`config.mk`:
```
export PLATFORM = sky130hd
export DESIGN_NAME = instruction_fetch_unit
export DESIGN_NICKNAME = d
export VERILOG_FILES = /design/src/rtl/fetch_defs_pkg.sv /design/src/rtl/fetch_queue.sv /design/src/rtl/instruction_fetch_unit.sv
export SDC_FILE = /design/constraint.sdc
export NUM_CORES = 1
export LEC_CHECK = 0
export BUFFER_PORTS_ARGS = -buffer_cell sky130_fd_sc_hd__buf_4
export CAP_MARGIN = 20
export CORE_UTILIZATION = 55
export CTS_BUF_LIST = sky130_fd_sc_hd__clkbuf_16
export CTS_CLUSTER_DIAMETER = 30
export DETAILED_ROUTE_END_ITERATION = 8
export HOLD_SLACK_MARGIN = 0.08
export PLACE_DENSITY = 0.86
export SLEW_MARGIN = 5
export SYNTH_ARGS = -nofsm -noshare
export SYNTH_HDL_FRONTEND = slang
export SYNTH_SLANG_ARGS = --single-unit
```
`constraint.sdc`:
```
create_clock -name clk -period 6.17 [get_ports clk]
set_clock_uncertainty 0.15 [all_clocks]
set_input_delay 0 -clock clk [delete_from_list [all_inputs] [get_ports clk]]
set_output_delay 0 -clock clk [all_outputs]
set_load 0.03 [all_outputs]
```
`src/rtl/fetch_defs_pkg.sv`:
```
// Shared fetch-side definitions: FSM encoding, word constants and queue entry layout.
package fetch_defs;

  typedef enum logic [1:0] {
    ST_BOOT = 2'd0,
    ST_RUN  = 2'd1,
    ST_HALT = 2'd2
  } fetch_state_e;

  localparam int                   INSTR_WIDTH   = 32;
  localparam logic [31:0]          PC_STEP       = 32'd4;
  localparam logic [INSTR_WIDTH-1:0] NOP_HALT_WORD = '0;

  typedef struct packed {
    logic [INSTR_WIDTH-1:0] instr;
    logic [31:0]            pc;
  } fetch_entry_t;

endpackage

```
`src/rtl/fetch_queue.sv`:
```
// Small synchronous FIFO of {instr, pc} entries; flush beats push and pop.
module fetch_queue
  import fetch_defs::*;
#(
  parameter int DEPTH = 2
) (
  input  logic         clk,
  input  logic         reset,
  input  logic         push_i,
  input  logic         pop_i,
  input  logic         flush_i,
  input  fetch_entry_t entry_i,
  output logic         full_o,
  output logic         empty_o,
  output fetch_entry_t head_o
);

  localparam int AW = (DEPTH > 1) ? $clog2(DEPTH) : 1;
  localparam logic [AW:0] FULL_CNT = (AW + 1)'(DEPTH);

  fetch_entry_t    mem_q [DEPTH];
  logic [AW-1:0]   rd_q, wr_q;
  logic [AW:0]     cnt_q;

  assign full_o  = (cnt_q == FULL_CNT);
  assign empty_o = (cnt_q == '0);
  assign head_o  = mem_q[rd_q];

  // Push into a full queue is only issued alongside a pop, so wr_q may equal rd_q here.
  always_ff @(posedge clk or posedge reset) begin
    if (reset) begin
      for (int i = 0; i < DEPTH; i++) mem_q[i] <= '0;
      rd_q  <= '0;
      wr_q  <= '0;
      cnt_q <= '0;
    end else if (flush_i) begin
      rd_q  <= '0;
      wr_q  <= '0;
      cnt_q <= '0;
    end else begin
      if (push_i) begin
        mem_q[wr_q] <= entry_i;
        wr_q        <= wr_q + 1'b1;
      end
      if (pop_i) rd_q <= rd_q + 1'b1;
      unique case ({push_i, pop_i})
        2'b10:   cnt_q <= cnt_q + 1'b1;
        2'b01:   cnt_q <= cnt_q - 1'b1;
        default: cnt_q <= cnt_q;
      endcase
    end
  end

endmodule

```
`src/rtl/instruction_fetch_unit.sv`:
```
// Owns the fetch PC and BOOT/RUN/HALT FSM; arbitrates redirect, push and pop into the fetch queue.
module instruction_fetch_unit
  import fetch_defs::*;
#(
  parameter logic [31:0] RESET_PC    = 32'h0000_0000,
  parameter int          QUEUE_DEPTH = 2
) (
  input  logic                   clk,
  input  logic                   reset,
  output logic [31:0]            imem_address,
  input  logic [INSTR_WIDTH-1:0] imem_instruction,
  input  logic                   redirect_valid,
  input  logic [31:0]            redirect_target,
  output logic                   inst_valid,
  input  logic                   inst_ready,
  output logic [INSTR_WIDTH-1:0] inst_data,
  output logic [31:0]            inst_pc,
  output logic                   halted
);

  fetch_state_e state_q, state_d;
  logic [31:0]  fetch_pc_q, fetch_pc_d;
  logic         q_full, q_empty, pop, fetch, zero_word, push;
  fetch_entry_t q_head, q_entry;

  assign inst_valid   = !q_empty;
  assign pop          = inst_valid && inst_ready;
  assign zero_word    = (imem_instruction == NOP_HALT_WORD);
  assign fetch        = (state_q == ST_RUN) && !redirect_valid && (!q_full || pop);
  assign push         = fetch && !zero_word;
  assign imem_address = fetch_pc_q;
  assign halted       = (state_q == ST_HALT);
  assign inst_data    = q_head.instr;
  assign inst_pc      = q_head.pc;
  assign q_entry      = '{instr: imem_instruction, pc: fetch_pc_q};

  always_comb begin
    state_d    = state_q;
    fetch_pc_d = fetch_pc_q;
    if (redirect_valid) begin
      state_d    = ST_RUN;
      fetch_pc_d = {redirect_target[31:2], 2'b00};
    end else begin
      unique case (state_q)
        ST_BOOT: state_d = ST_RUN;
        ST_RUN: begin
          // A zero word parks the PC on its own address until the next redirect.
          if (fetch && zero_word) state_d = ST_HALT;
          if (push)               fetch_pc_d = fetch_pc_q + PC_STEP;
        end
        default: state_d = state_q;
      endcase
    end
  end

  always_ff @(posedge clk or posedge reset) begin
    if (reset) begin
      state_q    <= ST_BOOT;
      fetch_pc_q <= RESET_PC;
    end else begin
      state_q    <= state_d;
      fetch_pc_q <= fetch_pc_d;
    end
  end

  fetch_queue #(.DEPTH(QUEUE_DEPTH)) u_queue (
    .clk     (clk),
    .reset   (reset),
    .push_i  (push),
    .pop_i   (pop && !redirect_valid),
    .flush_i (redirect_valid),
    .entry_i (q_entry),
    .full_o  (q_full),
    .empty_o (q_empty),
    .head_o  (q_head)
  );

endmodule

```
* Word-level counts from Yosys, hierarchy flattened
Index checks and enable logic that the tools add are counted. W data, S select, Z words.
Operators by class: add/subtract/negate cells 5, magnitude comparators 3, eq/ne operators 6, mux-type cells 18, bitwise gates (word level) 3, reduce and logical (&&, ||, !) cells 23
Operators by type and width (number):
- $mux W64 | 4
- $bwmux W128 | 1
- $mux W32 | 3
- $demux W64 S1 | 1
- $add A32 B3 Y32 const B | 1
- $logic_not A32 Y1 | 1
- $pmux W2 S2 | 2
- $logic_and A1 B1 Y1 | 7
- $eq A2 B2 Y1 const B | 3
- $mux W2 | 3
- $reduce_and A2 Y1 | 3
- $reduce_bool A2 Y1 | 3
- $reduce_bool A3 Y1 | 2
- $eq A2 B1 Y1 const B | 2
- $ge A2 B2 Y1 const B | 2
- $logic_not A1 Y1 | 4
- $logic_not A2 Y1 | 2
- $mux W1 | 4
- $not A1 Y2 | 2
- $ne A3 B2 Y1 const B | 1
- $add A1 B1 Y1 const B | 2
- $add A2 B1 Y2 const B | 1
- $lt A2 B1 Y1 const B | 1
- $sub A2 B1 Y2 const B | 1
- 2 further kinds | 2
Storage, ports and cells: flip-flop bits (word level) 166, input bits 68, output and inout bits 98, word-level logic and storage cells 67

* Depth between registers and ports, before layout
Gate-level depths: netlist of the first run.
depth in word-level cells 9, gate-level depth with buffers 8

* Cells and area by module
Synthesis of the first run repeated with hierarchy kept, for this count alone.
Second synthesis, totals: cell total of the unflattened synthesis 599, area total of the unflattened synthesis 8250.4 µm²
Modules (own cells, without submodules):
- fetch_queue | times used 1, cells an instance 362, area an instance 6047.0 µm², sequential area each 3303.2 µm²
- instruction_fetch_unit | times used 1, cells an instance 237, area an instance 2203.4 µm², sequential area each 800.8 µm²

* Worst setup path before layout of the first run
Ideal clock, no wire load.
path type register -> register, start point register fetch_pc_q[2], in the netlist imem_address[2], end point register fetch_pc_q[28], in the netlist imem_address[28], setup time 0.082 ns, arrival 2.207 ns, data required time 5.938 ns, setup slack 3.731 ns, stages on the path, launching flop included 7, path buffers 0, period minus slack after synthesis 2.439 ns, cells stage by stage dfrtp_1 ha_1 nand4_1 or4_4 nor2_4 or4b_1 a31oi_1
Between the ends: longest elaborated chain between the ends 4
Ends and longest elaborated chain:
- from (decl) | line instruction_fetch_unit.sv:22 | logic [31:0] fetch_pc_q, fetch_pc_d;
- from (signal assigned) | line instruction_fetch_unit.sv:62 | fetch_pc_q <= fetch_pc_d;
- $add A32 B3 Y32 | line instruction_fetch_unit.sv:49 | if (push) fetch_pc_d = fetch_pc_q + PC_STEP;
- $mux W32 | line instruction_fetch_unit.sv:49
- $mux W32 | line instruction_fetch_unit.sv:44 | unique case (state_q)
- $mux W32 | line instruction_fetch_unit.sv:40 | if (redirect_valid) begin
No other way between the ends. The select of a mux whose other input is x is not followed. A chain may end at the register's enable or synchronous reset.

* Final worst setup path of the first run
start point input imem_instruction[0], end point register fetch_pc_q[25], in the netlist imem_address[25]
Between the ends: longest elaborated chain between the ends 5
Ends and longest elaborated chain:
- from (decl) | line instruction_fetch_unit.sv:11 | input logic [INSTR_WIDTH-1:0] imem_instruction,
- $logic_not A32 Y1 | line instruction_fetch_unit.sv:28 | assign zero_word = (imem_instruction == NOP_HALT_WORD);
- $logic_not A1 Y1 | line instruction_fetch_unit.sv:30 | assign push = fetch && !zero_word;
- $logic_and A1 B1 Y1 | line instruction_fetch_unit.sv:30
- $reduce_bool A2 Y1 (no line)
- $reduce_and A2 Y1 (no line)
No other way between the ends.

==> results_tabular.tex, run 1 <==
\begin{tabular}{lr}
\hline
Metric & Value \\
\hline
\multicolumn{2}{l}{\textbf{Route}} \\
DRT Wirelength & 20100 um \\
Remaining number of nets flagged by the antenna check after routing & 0 \\
Vias per cell & 5.88 \\
Number of DRC markers after the initial detailed-route iteration & 472 \\
Via count & 6038 \\
Average routed wire per standard cell & 19.6 um \\
\# DRC & 0 \\
Number of optimization iterations in the first detailed-route pass & 5 \\
\multicolumn{2}{l}{\textbf{STA}} \\
Share of the cycle needed by the critical path after routing & 59.7\% \\
Worst-case headroom to the max-slew limit & 36.4\% \\
Final hold violations & 0 \\
Tightest hold margin & 0.125 ns \\
Final critical delay including setup and external delays & 3.69 ns \\
Setup violation total in the final timing report & 0 \\
Max Clk Rate & 271 MHz \\
Setup\_tns & 0 ns \\
Final count of pins violating max slew & 0 \\
Unrepaired setup endpoints after global routing & false \\
Actual slew at the worst max-slew pin & 0.954 ns \\
\multicolumn{2}{l}{\textbf{Min path}} \\
Kind of path behind the tightest hold check & input port to asynchronous set/reset pin \\
\multicolumn{2}{l}{\textbf{Place}} \\
RD Place Congestion & 0.820 \\
Port Buffer Count & 159 \\
Detailed Place HPWL & 12000 um \\
\multicolumn{2}{l}{\textbf{Power and ir drop}} \\
Peak supply drop & 0.000205 V \\
Pwr Density & 326 mW/mm\^{}2 \\
Tot Pwr & 3.40 mW \\
Leakage dissipation & 4.49 nW \\
\multicolumn{2}{l}{\textbf{Setup path}} \\
Kind of start point of the critical path & input port \\
Slack of the worst reg-to-reg path & 2.84 ns \\
Number of cells on the worst reg-to-reg path & 5 \\
Required arrival time at the worst endpoint & 6.38 ns \\
Maximum fanout along the worst path & 19 \\
CP endpoint kind & register \\
Startpoint of the worst register-to-register path & state\_q[1] \\
Worst Path Class, Setup & input port to register \\
Arrival time of data at the critical path endpoint & 3.89 ns \\
Capture instance of the worst register-to-register path & u\_queue.mem\_q[121] \\
\multicolumn{2}{l}{\textbf{GRT}} \\
Maximum number of pins on one net before global-route repair & 86 \\
Via count of the first global-routing pass & 6374 \\
Initial antenna violation count & 0 \\
Wire length of the first global-routing pass & 32700 um \\
GRT Resource Usage Total & 29.4\% \\
GR Overflow Total & 0 \\
\multicolumn{2}{l}{\textbf{Status}} \\
Status & finished clean \\
\multicolumn{2}{l}{\textbf{Clocking}} \\
Number of buffers inserted to repair setup after CTS & 0 \\
Number of cells upsized or downsized after cts & 0 \\
Htree depth & 4 \\
Root cell of the clock tree & sky130\_fd\_sc\_hd\_\_clkbuf\_16 \\
TritonCTS clock tree & done \\
Number of buffers inserted during clock tree synthesis & 17 \\
Clock slew at reported path FFs & 0.06 ns \\
Number of sinks on the clock net & 160 \\
Worst-case clock buffer depth & 2 \\
Clock insertion delay at the later pin of the skew report & 0.43 ns \\
\multicolumn{2}{l}{\textbf{Run}} \\
Number of max-cap violations & 0 \\
\multicolumn{2}{l}{\textbf{Floorplanning}} \\
X dimension of the die & 120 um \\
Die outline height & 120 um \\
CORE AREA & 0.0134 mm\^{}2 \\
Site row count & 42 \\
Initial Utilization & 57.2\% \\
I/O pin count & 166 \\
Area of the die & 0.0144 mm\^{}2 \\
\multicolumn{2}{l}{\textbf{Synth}} \\
Sequential area share after synthesis & 52.2\% \\
Largest family of logic cells by synthesized area & multiplexers \\
Synth Area in XOR/XNOR & 1.49\% \\
Synth Register Bits & 160 \\
Proportion of netlist area held by the largest area contributor & 52.2\% \\
Cell type with the largest total area after synthesis & sky130\_fd\_sc\_hd\_\_dfrtp\_1 \\
Post-Syn Instances & 597 \\
FFs w/ async S/R, synth & 100\% \\
Warnings from Yosys & 0 \\
Mux contribution to synthesized area & 27.4\% \\
Post-synthesis compound-gate area fraction & 6.58\% \\
Most frequent cells after synthesis & sky130\_fd\_sc\_hd\_\_mux2\_2 (177), sky130\_fd\_sc\_hd\_\_dfrtp\_1 (160), sky130\_fd\_sc\_hd\_\_nand2\_1 (23), sky130\_fd\_sc\_hd\_\_o21ai\_0 (20) \\
Simple-gate share of the synthesized area & 8.55\% \\
Adder-cell area share of the yosys netlist & 0.163\% \\
Dominant cells by area after synthesis & sky130\_fd\_sc\_hd\_\_dfrtp\_1 (52\%), sky130\_fd\_sc\_hd\_\_mux2\_2 (26\%), sky130\_fd\_sc\_hd\_\_o21ai\_0 (1.3\%), sky130\_fd\_sc\_hd\_\_nor4\_1 (1.1\%), sky130\_fd\_sc\_hd\_\_nand2\_1 (1.1\%) \\
Top-count cell post-synth & sky130\_fd\_sc\_hd\_\_mux2\_2 \\
Post-synth EDFFs & 0 \\
Total standard cell area after synthesis & 0.00766 mm\^{}2 \\
Most instantiated flip-flop cell in the synthesis netlist & sky130\_fd\_sc\_hd\_\_dfrtp\_1 \\
Average cell area after synthesis & 12.8 um\^{}2 \\
Number of library cell types mapped by synthesis & 66 \\
\multicolumn{2}{l}{\textbf{Cells and area}} \\
Layout net count & 908 \\
Signed area change from the synthesized netlist to the final layout & 36.2\% \\
Layout cell share with drive strength beyond 1 & 46.2\% \\
N\_diodes & 0 \\
\hline
\end{tabular}
==> stage by stage <==
stage	cells	worst slack [ns]	instance area [um^2]	util, %
global route	1027	2.27	10400	77.9
floorplan	600	1.70	7680	-
finish	1027	2.48	10400	77.9
global placement	898	2.22	8890	66.4
detailed placement	899	2.68	8910	66.5
CTS	1027	2.57	10400	77.9
==> what timing repair did <==
action | CTS | global route
hold buffers | 97 | 0
hold endpoints to repair | 183 | 0
endpoints found under the setup margin | 0 | 0
==> worst max-delay path by stage <==
stage,from,to,slack (ns),depth (start not counted)
2_1_floorplan,reset,imem_address[10],1.70,1
3_3_place_gp,imem_instruction[0],u_queue.mem_q[12],2.22,7
3_5_place_dp,imem_instruction[0],u_queue.mem_q[104],2.68,6
4_1_cts,imem_instruction[0],u_queue.mem_q[109],2.57,7
5_1_grt,imem_instruction[0],imem_address[25],2.27,8
6_report,imem_instruction[0],imem_address[25],2.48,8
==> cell families after synthesis <==
logic type      after synthesis
compound gates               71
fa+ha+maj                     1
simple gates                114
mux                         187
flops                       160
buf+inv                      50
xor+xnor                     13
other cells                   1
==> layer usage <==
layer	track usage, %	routed length (um)	part of all wire, %
met5	0	0	0
met4	13.4	520	2.6
met3	6.46	1490	7.4
met2	50.4	10200	51
met1	35.4	7850	39
==> where the power goes <==
part	switching, mW	internal, mW	total, mW	leakage (nW)
Combinational	0.513	0.488	1.00	2.33
Sequential	0.147	1.26	1.40	1.88
Clock	0.412	0.584	0.997	0.274
Total	1.07	2.33	3.40	4.49
==> state kept, by name, summed over array words and instances (netlist names) <==
signal / flops
imem_address: 30
u_queue.rd_q: 1
state_q: 2
u_queue.mem_q: 124
u_queue.wr_q: 1
u_queue.cnt_q: 2
==> layout by cell type, fill, tap and decap left out, types with 9 or more instances in the layout <==
cell type | Yosys | layout
sky130_fd_sc_hd__mux2_2 | 177 | 177
sky130_fd_sc_hd__buf_4 | 6 | 162
sky130_fd_sc_hd__dfrtp_1 | 160 | 159
sky130_fd_sc_hd__dlygate4sd3_1 | 0 | 97
sky130_fd_sc_hd__nand2_1 | 23 | 23
sky130_fd_sc_hd__o21ai_0 | 20 | 20
sky130_fd_sc_hd__clkbuf_16 | 0 | 17
sky130_fd_sc_hd__nor2_1 | 15 | 15
sky130_fd_sc_hd__nor4_1 | 14 | 14
sky130_fd_sc_hd__inv_1 | 10 | 11
sky130_fd_sc_hd__nand3_1 | 9 | 9
sky130_fd_sc_hd__nor3_1 | 9 | 9
==> critical path, cell delays in order <==
cell                            delay (ns)
sky130_fd_sc_hd__dlygate4sd3_1        0.55
sky130_fd_sc_hd__buf_4                0.14
sky130_fd_sc_hd__nor4_1               0.42
sky130_fd_sc_hd__nand4_1              0.71
sky130_fd_sc_hd__o21ai_2              0.92
sky130_fd_sc_hd__nor3_1               0.19
sky130_fd_sc_hd__a311oi_1             0.35
sky130_fd_sc_hd__dlygate4sd3_1        0.60
==> final cells by class <==
type                            count  area (um^2)
Sequential cell                   160         4010
Multi-Input combinational cell    390         3410
Fill cell                         769         2960
Timing Repair Buffer              260         2210
Clock buffer                       17          425
Tap cell                          176          220
Clock inverter                     14          128
Inverter                           10         42.5
No activity file was read; power rests on OpenSTA's default activity.
==> run 2, diff against run 1 <==
- clock period: 6.17 -> 3.65 ns (I/O delays scaled with it)
==> results_tabular.tex, run 2 (synthesis results as in run 1) <==
\begin{tabular}{lr}
\hline
Metric & Value \\
\hline
\multicolumn{2}{l}{\textbf{GRT}} \\
Wire length of the first global-routing pass & 32500 um (was 32700 um) \\
GR Overflow Total & 0 (unchanged) \\
GRT Resource Usage Total & 29.5\% (was 29.4\%) \\
Initial antenna violation count & 0 (unchanged) \\
Maximum number of pins on one net before global-route repair & 123 (was 86) \\
Via count of the first global-routing pass & 6289 (was 6374) \\
\multicolumn{2}{l}{\textbf{Setup path}} \\
Worst setup startpoint & imem\_instruction[0] (unchanged) \\
Top Family by Delay on Critical Path & buffers and inverters (was simple AND/OR/NAND/NOR gates) \\
Critical path buffer and inverter count & 4 (was 3) \\
Startpoint of the worst register-to-register path & state\_q[1] (unchanged) \\
Kind of start point of the critical path & input port (unchanged) \\
Number of cells on the worst reg-to-reg path & 7 (was 5) \\
Maximum fanout along the worst path & 19 (unchanged) \\
Worst Path Class, Setup & input port to register (unchanged) \\
Worst-path cell with the longest stage delay & sky130\_fd\_sc\_hd\_\_o21ai\_2 (unchanged) \\
Chain of cells forming the critical path & dlygate4sd3\_1, buf\_4, nor4\_1, nand4\_1, buf\_4, o21ai\_2, nor4\_1, o31a\_1, dlygate4sd3\_1 (was dlygate4sd3\_1, buf\_4, nor4\_1, nand4\_1, o21ai\_2, nor3\_1, a311oi\_1, dlygate4sd3\_1) \\
Arrival time of data at the critical path endpoint & 3.27 ns (was 3.89 ns) \\
Maximum single-stage delay on the critical path & 0.61 ns (was 0.92 ns) \\
CP endpoint kind & register (unchanged) \\
Required arrival time at the worst endpoint & 3.81 ns (was 6.38 ns) \\
Stages on worst setup path & 9 (was 8) \\
\multicolumn{2}{l}{\textbf{Cells and area}} \\
Signed area change from the synthesized netlist to the final layout & 37.3\% (was 36.2\%) \\
Area of combinational cells with multiple inputs & 0.00341 mm\^{}2 (about the same) \\
Number of flip-flops in the largest register & 124 (unchanged) \\
Layout net count & 914 (was 908) \\
Post-route core utilization & 78.6\% (was 77.9\%) \\
Total of fill cells in the finished design & 777 (was 769) \\
Seq. cell area & 0.00401 mm\^{}2 (unchanged) \\
Commonest cells after routing, fill and taps aside & sky130\_fd\_sc\_hd\_\_mux2\_2 (177), sky130\_fd\_sc\_hd\_\_buf\_4 (166), sky130\_fd\_sc\_hd\_\_dfrtp\_1 (159), sky130\_fd\_sc\_hd\_\_dlygate4sd3\_1 (97), sky130\_fd\_sc\_hd\_\_nand2\_1 (23) (was sky130\_fd\_sc\_hd\_\_mux2\_2 (177), sky130\_fd\_sc\_hd\_\_buf\_4 (162), sky130\_fd\_sc\_hd\_\_dfrtp\_1 (159), sky130\_fd\_sc\_hd\_\_dlygate4sd3\_1 (97), sky130\_fd\_sc\_hd\_\_nand2\_1 (23)) \\
N\_diodes & 0 (unchanged) \\
Post-route design area & 0.0105 mm\^{}2 (was 0.0104 mm\^{}2) \\
Top register by number of flip-flops & u\_queue.mem\_q (unchanged) \\
Leading cell type in the layout, fill and taps excluded & sky130\_fd\_sc\_hd\_\_mux2\_2 (unchanged) \\
Layout cell share with drive strength beyond 1 & 46.5\% (was 46.2\%) \\
\multicolumn{2}{l}{\textbf{STA}} \\
Share of the cycle needed by the critical path after routing & 85.4\% \\
Worst-case headroom to the max-slew limit & 38.9\% (was 36.4\%) \\
Setup violation total in the final timing report & 0 (unchanged) \\
Final count of pins violating max slew & 0 (unchanged) \\
Actual slew at the worst max-slew pin & 0.916 ns (was 0.954 ns) \\
Unrepaired setup endpoints after global routing & false (unchanged) \\
Final critical delay including setup and external delays & 3.12 ns \\
Setup\_tns & 0 ns (unchanged) \\
Tightest hold margin & 0.190 ns (was 0.125 ns) \\
Max Clk Rate & 321 MHz \\
Final hold violations & 0 (unchanged) \\
\multicolumn{2}{l}{\textbf{Clocking}} \\
Number of sinks on the clock net & 160 (unchanged) \\
Number of buffers inserted to repair setup after CTS & 0 (unchanged) \\
Root cell of the clock tree & sky130\_fd\_sc\_hd\_\_clkbuf\_16 (unchanged) \\
Clock insertion delay at the later pin of the skew report & 0.43 ns (about the same) \\
Clock slew at reported path FFs & 0.06 ns (about the same) \\
Number of cells upsized or downsized after cts & 0 (unchanged) \\
TritonCTS clock tree & done (unchanged) \\
Htree depth & 4 (unchanged) \\
Worst-case clock buffer depth & 2 (unchanged) \\
Number of buffers inserted during clock tree synthesis & 17 (unchanged) \\
\multicolumn{2}{l}{\textbf{Power and ir drop}} \\
Leakage dissipation & 4.53 nW (was 4.49 nW) \\
Internal power contribution & 4.02 mW (was 2.33 mW) \\
Net switching power of the design & 1.83 mW (was 1.07 mW) \\
Sequential cell fraction of total power & 40.8\% (was 41.3\%) \\
Comb power frac & 29.1\% (was 29.4\%) \\
Peak supply drop & 0.000430 V (was 0.000205 V) \\
Clock share of power & 30.1\% (was 29.3\%) \\
Switching fraction of total power & 31.3\% (was 31.5\%) \\
Pwr Density & 555 mW/mm\^{}2 (was 326 mW/mm\^{}2) \\
\multicolumn{2}{l}{\textbf{Place}} \\
RD Place Congestion & 0.871 (was 0.820) \\
Total placed instance area & 0.00898 mm\^{}2 (was 0.00891 mm\^{}2) \\
Port Buffer Count & 159 (unchanged) \\
Detailed Place HPWL & 12100 um (was 12000 um) \\
\multicolumn{2}{l}{\textbf{Status}} \\
Status & finished clean (unchanged) \\
\multicolumn{2}{l}{\textbf{Floorplanning}} \\
CORE AREA & 0.0134 mm\^{}2 (unchanged) \\
Die outline height & 120 um (unchanged) \\
I/O pin count & 166 (unchanged) \\
X dimension of the die & 120 um (unchanged) \\
Area of the die & 0.0144 mm\^{}2 (unchanged) \\
Initial Utilization & 57.2\% (unchanged) \\
Site row count & 42 (unchanged) \\
\multicolumn{2}{l}{\textbf{Route}} \\
Remaining number of nets flagged by the antenna check after routing & 0 (unchanged) \\
Average routed wire per standard cell & 19.6 um (about the same) \\
Via count & 5991 (was 6038) \\
Number of optimization iterations in the first detailed-route pass & 5 (unchanged) \\
DRT Wirelength & 20300 um (was 20100 um) \\
\# DRC & 0 (unchanged) \\
Number of DRC markers after the initial detailed-route iteration & 468 (was 472) \\
Vias per cell & 5.79 (was 5.88) \\
\multicolumn{2}{l}{\textbf{Run}} \\
Number of max-cap violations & 0 (unchanged) \\
\multicolumn{2}{l}{\textbf{Min path}} \\
Kind of path behind the tightest hold check & input port to asynchronous set/reset pin (unchanged) \\
\hline
\end{tabular}
## run 2: cell types whose count changed in the layout (fill, tap and decap cells not counted), sizes merged
cell / delta
inv: -1
bufinv: +1
buf: +6
clkinvlp: +1
## run 2: stage by stage
step	std cells	worst slack [ns]	power (mW)
2_1_floorplan	600	1.21	3.43
3_3_place_gp	905	0.751	3.89
3_5_place_dp	905	0.694	3.97
4_1_cts	1034	0.560	5.82
5_1_grt	1034	0.333	6.08
6_report	1034	0.533	5.85
## run 2: timing repair
action | CTS | global route
hold buffers | 97 | 0
hold endpoints to repair | 260 | 0
setup endpoints to repair | 0 | 0
## run 2: worst register-to-register path, delay by kind of cell (launching register included)
family	cells	cell delay, ns
flip-flops	1	0.39
multiplexers	1	0.31
buffers and inverters	2	0.56
AO/OA/AOI/OAI	1	0.54
AND/OR/NAND/NOR	3	0.94
## run 2: worst paths after layout
path	endpoint	slack, ns
setup / recovery	imem_address[23]	0.53
max in group asynchronous	u_queue.mem_q[12]	2.65
hold reg to reg	u_queue.mem_q[90]	0.34
hold / removal	u_queue.mem_q[26]	0.19
min in group clk	imem_address[22]	0.20
setup reg to reg	u_queue.mem_q[15]	0.64
## run 2: power by group through the flow
| stage | clock network, mW | logic, mW | registers, mW |
|---|---|---|---|
| 5_1_grt | 1.86 | 1.79 | 2.42 |
| 6_report | 1.76 | 1.70 | 2.38 |
| 3_3_place_gp | 0 | 1.53 | 2.36 |
| 3_5_place_dp | 0 | 1.58 | 2.40 |
| 4_1_cts | 1.77 | 1.69 | 2.37 |
| 2_1_floorplan | 0 | 1.06 | 2.37 |
## run 2: per-layer routing
layer | share of wire, % | vias to the layer above | GRT usage (%)
li1 | - | 2692 | -
met1 | 40 | 3025 | 36.1
met2 | 52 | 241 | 49.9
met3 | 6.3 | 33 | 7.60
met4 | 1.7 | 0 | 11.6
met5 | 0 | - | 0
## run 2: layout make-up
type	count	share of cell area [%]
clock buffers	17	4.04
clock inverters	15	1.45
inverters	10	0.392
multi-input cells	390	32.4
flip-flops and latches	160	38.0
well taps	176	2.09
repair buffers	266	21.6
